$ cat src/rtl/fetch_pkg.sv
// Shared definitions for the instruction-fetch stage.
//   NOP_INSTR     : word presented to decode when no instruction is buffered
//   INST_BYTES    : PC increment per fetched instruction
//   fetch_state_t : memory-side FSM states
package fetch_pkg;

  localparam logic [31:0] NOP_INSTR  = 32'h0000_0013;
  localparam int unsigned INST_BYTES = 4;

  typedef enum logic [1:0] {
    IDLE,
    REQ,
    DROP
  } fetch_state_t;

endpackage

$ cat src/rtl/fetch_fifo.sv
// Synchronous instruction buffer with flush.
//   clk, rst      : clock, synchronous active-high reset
//   push, wdata   : write an entry (ignored when full)
//   pop           : remove the head entry (ignored when empty)
//   flush         : empty the buffer; overrides push and pop
//   rdata         : head entry (meaningful only when !empty)
//   count/empty/full : occupancy
module fetch_fifo #(
  parameter int unsigned DEPTH  = 2,
  parameter int unsigned DATA_W = 64
) (
  input  logic                     clk,
  input  logic                     rst,
  input  logic                     push,
  input  logic [DATA_W-1:0]        wdata,
  input  logic                     pop,
  input  logic                     flush,
  output logic [DATA_W-1:0]        rdata,
  output logic [$clog2(DEPTH):0]   count,
  output logic                     empty,
  output logic                     full
);

  localparam int unsigned PtrW = $clog2(DEPTH);

  logic [DATA_W-1:0] mem_q [DEPTH];
  logic [PtrW-1:0]   wr_ptr_q;
  logic [PtrW-1:0]   rd_ptr_q;
  logic [PtrW:0]     count_q;
  logic              push_en;
  logic              pop_en;

  assign empty   = (count_q == '0);
  assign full    = (count_q == (PtrW+1)'(DEPTH));
  assign count   = count_q;
  assign rdata   = mem_q[rd_ptr_q];
  assign push_en = push && !full;
  assign pop_en  = pop && !empty;

  // Pointers wrap naturally because DEPTH is a power of two.
  always_ff @(posedge clk) begin
    if (rst || flush) begin
      wr_ptr_q <= '0;
      rd_ptr_q <= '0;
      count_q  <= '0;
    end else begin
      if (push_en) wr_ptr_q <= wr_ptr_q + PtrW'(1);
      if (pop_en)  rd_ptr_q <= rd_ptr_q + PtrW'(1);
      unique case ({push_en, pop_en})
        2'b10:   count_q <= count_q + (PtrW+1)'(1);
        2'b01:   count_q <= count_q - (PtrW+1)'(1);
        default: count_q <= count_q;
      endcase
    end
  end

  always_ff @(posedge clk) begin
    if (push_en) mem_q[wr_ptr_q] <= wdata;
  end

endmodule

$ cat src/rtl/fetch_unit.sv
// Instruction-fetch stage: owns the PC, issues one request at a time to
// instruction memory (req/ack) and buffers fetched words for decode.
//   clk, rst              : clock, synchronous active-high reset
//   imem_req/addr         : request to memory, address held until ack
//   imem_ack/rdata        : completion and returned word
//   redirect/redirect_pc  : flush buffered/in-flight fetches, restart at new PC
//   inst_valid/instruction/inst_pc/inst_ready : valid/ready output to decode
module fetch_unit
  import fetch_pkg::*;
#(
  parameter int unsigned      WIDTH      = 32,
  parameter logic [WIDTH-1:0] RESET_PC   = '0,
  parameter int unsigned      FIFO_DEPTH = 2
) (
  input  logic             clk,
  input  logic             rst,
  output logic             imem_req,
  output logic [WIDTH-1:0] imem_addr,
  input  logic             imem_ack,
  input  logic [31:0]      imem_rdata,
  input  logic             redirect,
  input  logic [WIDTH-1:0] redirect_pc,
  output logic             inst_valid,
  output logic [31:0]      instruction,
  output logic [WIDTH-1:0] inst_pc,
  input  logic             inst_ready
);

  localparam int unsigned      CntW      = $clog2(FIFO_DEPTH) + 1;
  localparam int unsigned      DataW     = WIDTH + 32;
  localparam logic [WIDTH-1:0] AlignMask = ~WIDTH'(3);

  fetch_state_t     state_q;
  logic [WIDTH-1:0] pc_q;
  logic [WIDTH-1:0] target_q;   // redirect target held while draining a stale request
  logic [WIDTH-1:0] redirect_aligned;

  logic             push_eff;
  logic             pop_eff;
  logic             fill_to_full;
  logic [DataW-1:0] fifo_head;
  logic [CntW-1:0]  fifo_count;
  logic             fifo_empty;
  logic             fifo_full;

  assign redirect_aligned = redirect_pc & AlignMask;

  // A redirect discards both the returning word and any pop this cycle.
  assign push_eff = (state_q == REQ) && imem_ack && !redirect;
  assign pop_eff  = inst_valid && inst_ready && !redirect;

  // Post-push occupancy reaches FIFO_DEPTH only if nothing leaves this cycle.
  assign fill_to_full = push_eff && !pop_eff && (fifo_count == CntW'(FIFO_DEPTH - 1));

  fetch_fifo #(
    .DEPTH  (FIFO_DEPTH),
    .DATA_W (DataW)
  ) u_fifo (
    .clk   (clk),
    .rst   (rst),
    .push  (push_eff),
    .wdata ({pc_q, imem_rdata}),
    .pop   (pop_eff),
    .flush (redirect),
    .rdata (fifo_head),
    .count (fifo_count),
    .empty (fifo_empty),
    .full  (fifo_full)
  );

  always_ff @(posedge clk) begin
    if (rst) begin
      state_q  <= IDLE;
      pc_q     <= RESET_PC & AlignMask;
      target_q <= RESET_PC & AlignMask;
    end else if (redirect) begin
      if ((state_q == REQ || state_q == DROP) && !imem_ack) begin
        // Request still outstanding: let it finish, then jump.
        target_q <= redirect_aligned;
        state_q  <= DROP;
      end else begin
        pc_q    <= redirect_aligned;
        state_q <= REQ;
      end
    end else begin
      unique case (state_q)
        IDLE: begin
          if (!fifo_full) state_q <= REQ;
        end
        REQ: begin
          if (imem_ack) begin
            pc_q <= pc_q + WIDTH'(INST_BYTES);
            if (fill_to_full) state_q <= IDLE;
          end
        end
        DROP: begin
          if (imem_ack) begin
            pc_q    <= target_q;
            state_q <= REQ;
          end
        end
        default: state_q <= IDLE;
      endcase
    end
  end

  assign imem_req    = (state_q != IDLE);
  assign imem_addr   = pc_q;
  assign inst_valid  = !fifo_empty;
  assign instruction = inst_valid ? fifo_head[31:0] : NOP_INSTR;
  assign inst_pc     = inst_valid ? fifo_head[DataW-1:32] : '0;

endmodule

$ cat config.mk
export PLATFORM = sky130hd
export DESIGN_NAME = fetch_unit
export DESIGN_NICKNAME = d
export VERILOG_FILES = /design/src/rtl/fetch_pkg.sv /design/src/rtl/fetch_fifo.sv /design/src/rtl/fetch_unit.sv
export SDC_FILE = /design/constraint.sdc
export NUM_CORES = 1
export LEC_CHECK = 0
export CORE_MARGIN = 5
export CORE_UTILIZATION = 40
export CTS_BUF_LIST = sky130_fd_sc_hd__clkbuf_2
export CTS_CLUSTER_DIAMETER = 120
export DETAILED_ROUTE_END_ITERATION = 16
export DONT_BUFFER_PORTS = 1
export REMOVE_ABC_BUFFERS = 1
export SETUP_SLACK_MARGIN = 0.15
export SYNTH_ARGS = -nofsm -noshare
export SYNTH_HDL_FRONTEND = slang
export SYNTH_SLANG_ARGS = --single-unit
$ cat constraint.sdc
create_clock -name clk -period 13.5 [get_ports clk]
set_input_delay 3.375 -clock clk [delete_from_list [all_inputs] [get_ports clk]]
set_output_delay 3.375 -clock clk [all_outputs]
set_load 0.05 [all_outputs]
* Word-level counts from Yosys, hierarchy flattened
Memory sizes are Yosys's and may differ from the RTL's. A register that Yosys moved wholly into a read port is not among the register bits.
Index checks and enable logic that the tools add are counted.
** Operators by class
- Eq/ne operators :: 11
- Reductions and logical operators :: 24
- Muxes and demuxes :: 19
- $add $sub $neg :: 5
** Operator list (count)
- 32-bit 2-to-1 mux :: 6
- 32-bit case mux with 2 select lines :: 1
- 32-bit by 3-bit adder with 32-bit output (second input constant) :: 1
- 2-bit 2-to-1 mux :: 6
- 3-bit != test (second input constant) :: 4
- 1-bit logical AND :: 9
- 4-bit AND reduction :: 2
- 2-bit by 1-bit == test with 1-bit output (second input constant) :: 3
- 2-bit == test (second input constant) :: 3
- 2-bit case mux with 3 select lines :: 1
- 1-bit zero test :: 5
- 2-bit zero test :: 2
- 1-bit 2-to-1 mux :: 4
- 2-bit case mux with 2 select lines :: 1
- 2-bit nonzero test :: 2
- 3-bit nonzero test :: 1
- 1-bit adder (second input constant) :: 2
- 2-bit by 1-bit adder with 2-bit output (second input constant) :: 1
- 1-bit logical OR :: 2
- 2-bit != test (second input constant) :: 1
- 2-bit AND reduction :: 1
- 2-bit by 1-bit subtractor with 2-bit output (second input constant) :: 1
** Storage, ports and cells
- RAM bits :: 128
- Bits of input ports :: 69
- Logic and storage cells :: 66
- Output and inout port bits :: 98
- Memories kept :: 1
- Flip-flop bits (word level) :: 68
** Memory list
- u_fifo.mem_q :: depth 2, bits a word 64, read ports 1, clocked after memory_dff 1, write ports 1, line fetch_fifo.sv:26 : logic [DATA_W-1:0] mem_q [DEPTH];

* Longest topological paths before layout
- Word-level depth :: 11
- Mapped depth :: 11
- Mapped depth without buffers :: 9

* By module
Synthesis repeated with hierarchy kept, for this count alone.
** Second synthesis, totals
- Cell total of the unflattened synthesis :: 794
- Area total of the unflattened synthesis :: 8909.8 µm²
** Modules (own cells, without submodules)
- fetch_fifo :: area each 4829.6 µm², sequential area each 3943.8 µm², instances 1, cells each 226
- fetch_unit :: area each 4080.2 µm², sequential area each 1241.2 µm², instances 1, cells each 568

* Least setup slack after synthesis
No wires, ideal clock.
- Path kind :: input to register
- From :: in redirect
- To :: mem u_fifo.mem_q[0][0] (enable)
- Stages on the path :: 5
- Slack :: 6356 ps
- Library setup time :: 483 ps
- Arrival time :: 6661 ps
- Cells stage by stage :: inv_1 > clkbuf_1 > and4_1 > inv_1 > nor2_1
** Between the ends
- Longest elaborated chain between the ends :: 5
** RTL lines
- start: declaration :: line fetch_unit.sv:21 : input logic redirect,
- 1-bit zero test :: line fetch_unit.sv:49 : assign push_eff = (state_q == REQ) && imem_ack && !redirect;
- 1-bit logical AND :: line fetch_unit.sv:49
- 1-bit logical AND :: line fetch_fifo.sv:37 : assign push_en = push && !full;
- 1-bit 2-to-1 mux :: line fetch_fifo.sv:58 : if (push_en) mem_q[wr_ptr_q] <= wdata;
- 1-bit 2-to-1 mux (implied by the code) :: line fetch_fifo.sv:58
- end: declaration :: line fetch_fifo.sv:26
No other way between the ends.

==> impl_metrics.yaml <==
global_route:
  grt_usage: 0.1687
  global_route_wire_length_before_repair_microns: 31600
  grt_remaining_overflow: 0
  grt_start_max_net_pins: 70
  layer_carrying_the_most_global_route_usage: "met2"
  global_route.usage.met3: 0.05981
  global_route.usage.met2: 0.2637
  grt_antenna_before_repair: 2
  first_global_vias: 5513
  met1_routing_resource_usage_after_global_routing: 0.2214
synthesis:
  number_of_synthesized_flops_with_an_enable_pin: 124
  postSynth.topFlopCell: "edfxtp_1"
  postSynthCellCount: 779
  synth.yosys.warnings: 0
  synth_async_sr_flop_share: 0
  synth.top_cells.by_area: "edfxtp_1 44%, dfxtp_1 16%, mux2i_1 8.0%"
  yosysUniqueCellTypes: 59
  post-synth-top-area-fraction: 0.4401
  postSynthAreaPerCell_sq_um: 10.86
  yosys_register_bits: 191
  synthesis.area_sq_mm: 0.008461
  synth_top_area_cell: "edfxtp_1"
  yosysSeqAreaShare: 0.5986
critical_path:
  path_buf_inv: 1
  critical-path-slowest-cell: "nor2_1"
  cp.required_ps: 10120
  timing.reg2reg.worst_path_depth: 8
  critical_path_cell_count: 3
  cp-end-kind: "output pin"
  timing.rr.end: "imem_addr[14]$_SDFFE_PP0P_"
  setup.worst_path.class: "reg -> out"
  path_cells: "buf_4 -> mux2i_1 -> nor2_1"
  r2r-start: "state_q[0]$_SDFFE_PP0P_"
  setup.worst_path.start_class: "flop"
  top_family_by_delay_on_critical_path: "simple AND/OR/NAND/NOR gates"
  critical_path_peak_fanout: 38
  slowest_delay_ps: 770
  critical_path_arrival_ps: 3100
  reg2reg_slack_ps: 10600
detailed_routing:
  route.final.wire_length_microns: 20400
  detail_route.drc_violations: 0
  drt-pass1-iter-count: 5
  postRouteAntennaNets: 0
  initialDrtViolationCount: 292
  vias: 5650
  wl_per_cell_microns: 19.56
  vias_per_cell: 5.417
die:
  floorplan.initialDensity: 0.4037
  core_region_area_sq_mm: 0.02096
  floorplan.die.height_microns: 155.4
  floorplan.die.width_microns: 155.4
  fp.dieArea_sq_mm: 0.02416
  row_count: 53
  ioPinCount: 167
clock_tree:
  number_of_gates_resized_after_cts: 0
  worst_setup_hold_path_clk_slew_ps: 290
  master_cell_of_the_clock_root_buffer: "clkbuf_2"
  clock-sinks: 191
  tritoncts: "built"
  cts_post_setup_buffers_inserted: 0
  ctsHoldBuffers: 0
  cts_made_buffers: 17
  cts_max_path_buffers: 2
  h-tree-depth: 4
  clock_insertion_delay_worst_skew_ps: 750
layout:
  final_layout_size_suffix_gt1_frac: 0.07050
  layout.cells.most_common: "edfxtp_1"
  final_nets: 830
  layout.cells.most_common_list: "124 x edfxtp_1, 104 x nand2_1, 85 x nor2_1"
  flow.area_growth_from_synthesis_pct: 5.383
pwr:
  p_leak_nw: 2.812
  vdd_drop_max_mv: 0.06293
  design_power_total_w: 0.001108
  power_density_mw_per_mm2: 124.3
worst_hold_path:
  timing.hold.worst.start: "target_q[28]$_SDFFE_PP0P_"
  hold_path.class: "reg -> reg"
  whs_path_depth: 2
  whs_endpoint: "target_q[28]$_SDFFE_PP0P_"
sta:
  tightestPinTransition_ps: 994.4
  final_period_minus_worst_setup_slack_ps: 6472
  fin_crit_sh: 0.4794
  fmax_ghz: 0.1545
  slew-limit-headroom: 0.3346
  setup_violations: 0
  timing.final.hold_violations: 0
  finalMaxSlewViolations: 0
  clock-skew-final_ps: 35.69
  tns_ps: 0
  rsz0062_at_grt: "no"
placed_design:
  sum_of_net_half_perimeters_after_detailed_placement_microns: 12610
  port_buffers: 0
  routabilityCongestion: 0.7691
run_status:
  run_status: "complete, no violations"
flow_run:
  timing.max_cap.violations: 0
## layer usage
metal	part of all wire	routed length (microns)	up-vias
met5	0	0	-
met3	0.091	1846	16
li1	-	-	2753
met4	0.015	306	0
met2	0.46	9481	177
met1	0.43	8762	2704
## cell families after synthesis
group                      after synthesis  synth area share
AOI/OAI and AO/OA                      159            0.1148
xor gates and xnor gates                12           0.01242
buffers and inverters                   73           0.03564
and+or+nand+nor                        266            0.1445
adders and majority gates                8           0.01183
other                                    1         0.0004432
DFF                                    191            0.5986
muxes                                   69           0.08178
## registers in the layout (all words and copies together) (netlist names), named ones only
register	count
u_fifo.wr_ptr_q	1
u_fifo.count	2
imem_addr	30
target_q	30
u_fifo.rd_ptr_q	1
state_q	2
u_fifo.mem_q	124
## cell type report
class	instances	area [sq um]
flip-flops and latches	191	5069
clock buffers	17	85.08
diodes	2	5.005
well taps	275	344.1
fillers	2031	12040
inverters	15	56.30
multi-input cells	518	3123
repair buffers	10	75.07
clock inverters	15	158.9
## synthesized netlist by cell type (all sizes together) (4+ instances only)
| cell | n |
|---|---|
| a211oi | 12 |
| a21oi | 61 |
| a31oi | 9 |
| and2 | 4 |
| and3 | 7 |
| and4 | 6 |
| buf | 17 |
| clkbuf | 41 |
| dfxtp | 67 |
| edfxtp | 124 |
| ha | 8 |
| inv | 15 |
| mux2i | 68 |
| nand2 | 104 |
| nand2b | 7 |
| nand3 | 13 |
| nand4 | 7 |
| nor2 | 87 |
| nor3 | 12 |
| nor4 | 7 |
| o211ai | 9 |
| o21ai | 38 |
| xnor2 | 6 |
| xor2 | 6 |
## tightest hold or removal path, delay by kind of cell (launching register included)
kind / cells / cell delay (ps)
AOI/OAI and AO/OA: 1 / 50
and+or+nand+nor: 1 / 50
DFF: 1 / 370
## metrics by stage
stage / setup slack, ps / instances / hold slack, ps / utilization / instance area (sq um)
finish: 7028 / 1043 / 468.6 / 0.4255 / 8916
floorplan: 6156 / 724 / 425.2 / - / 8227
detailed placement: 7804 / 1009 / 437.7 / 0.4136 / 8667
CTS: 6870 / 1041 / 465.8 / 0.4252 / 8911
global route: 6730 / 1043 / 479.1 / 0.4255 / 8916
global placement: 7809 / 1009 / 432.1 / 0.4136 / 8667
## power by group
group          internal (W)  leakage [nW]  total, W  switching [W]
Sequential         0.000647          1.70  0.000702      0.0000551
Combinational     0.0000325         0.971  0.000113      0.0000810
Clock             0.0000889         0.145  0.000292       0.000204
Total              0.000768          2.81   0.00111       0.000340
## how the worst max path moves through the flow
stage,startpoint,to,slack [ps]
after floorplan,redirect,u_fifo.mem_q[0][0]$_DFFE_PP_,6160
after global placement,flop,inst_pc[13],7810
after detailed placement,flop,inst_pc[15],7800
after CTS,flop,inst_pc[15],6870
after global routing,flop,inst_pc[13],6730
final,flop,inst_pc[13],7030
No activity file was read; power rests on OpenSTA's default activity.
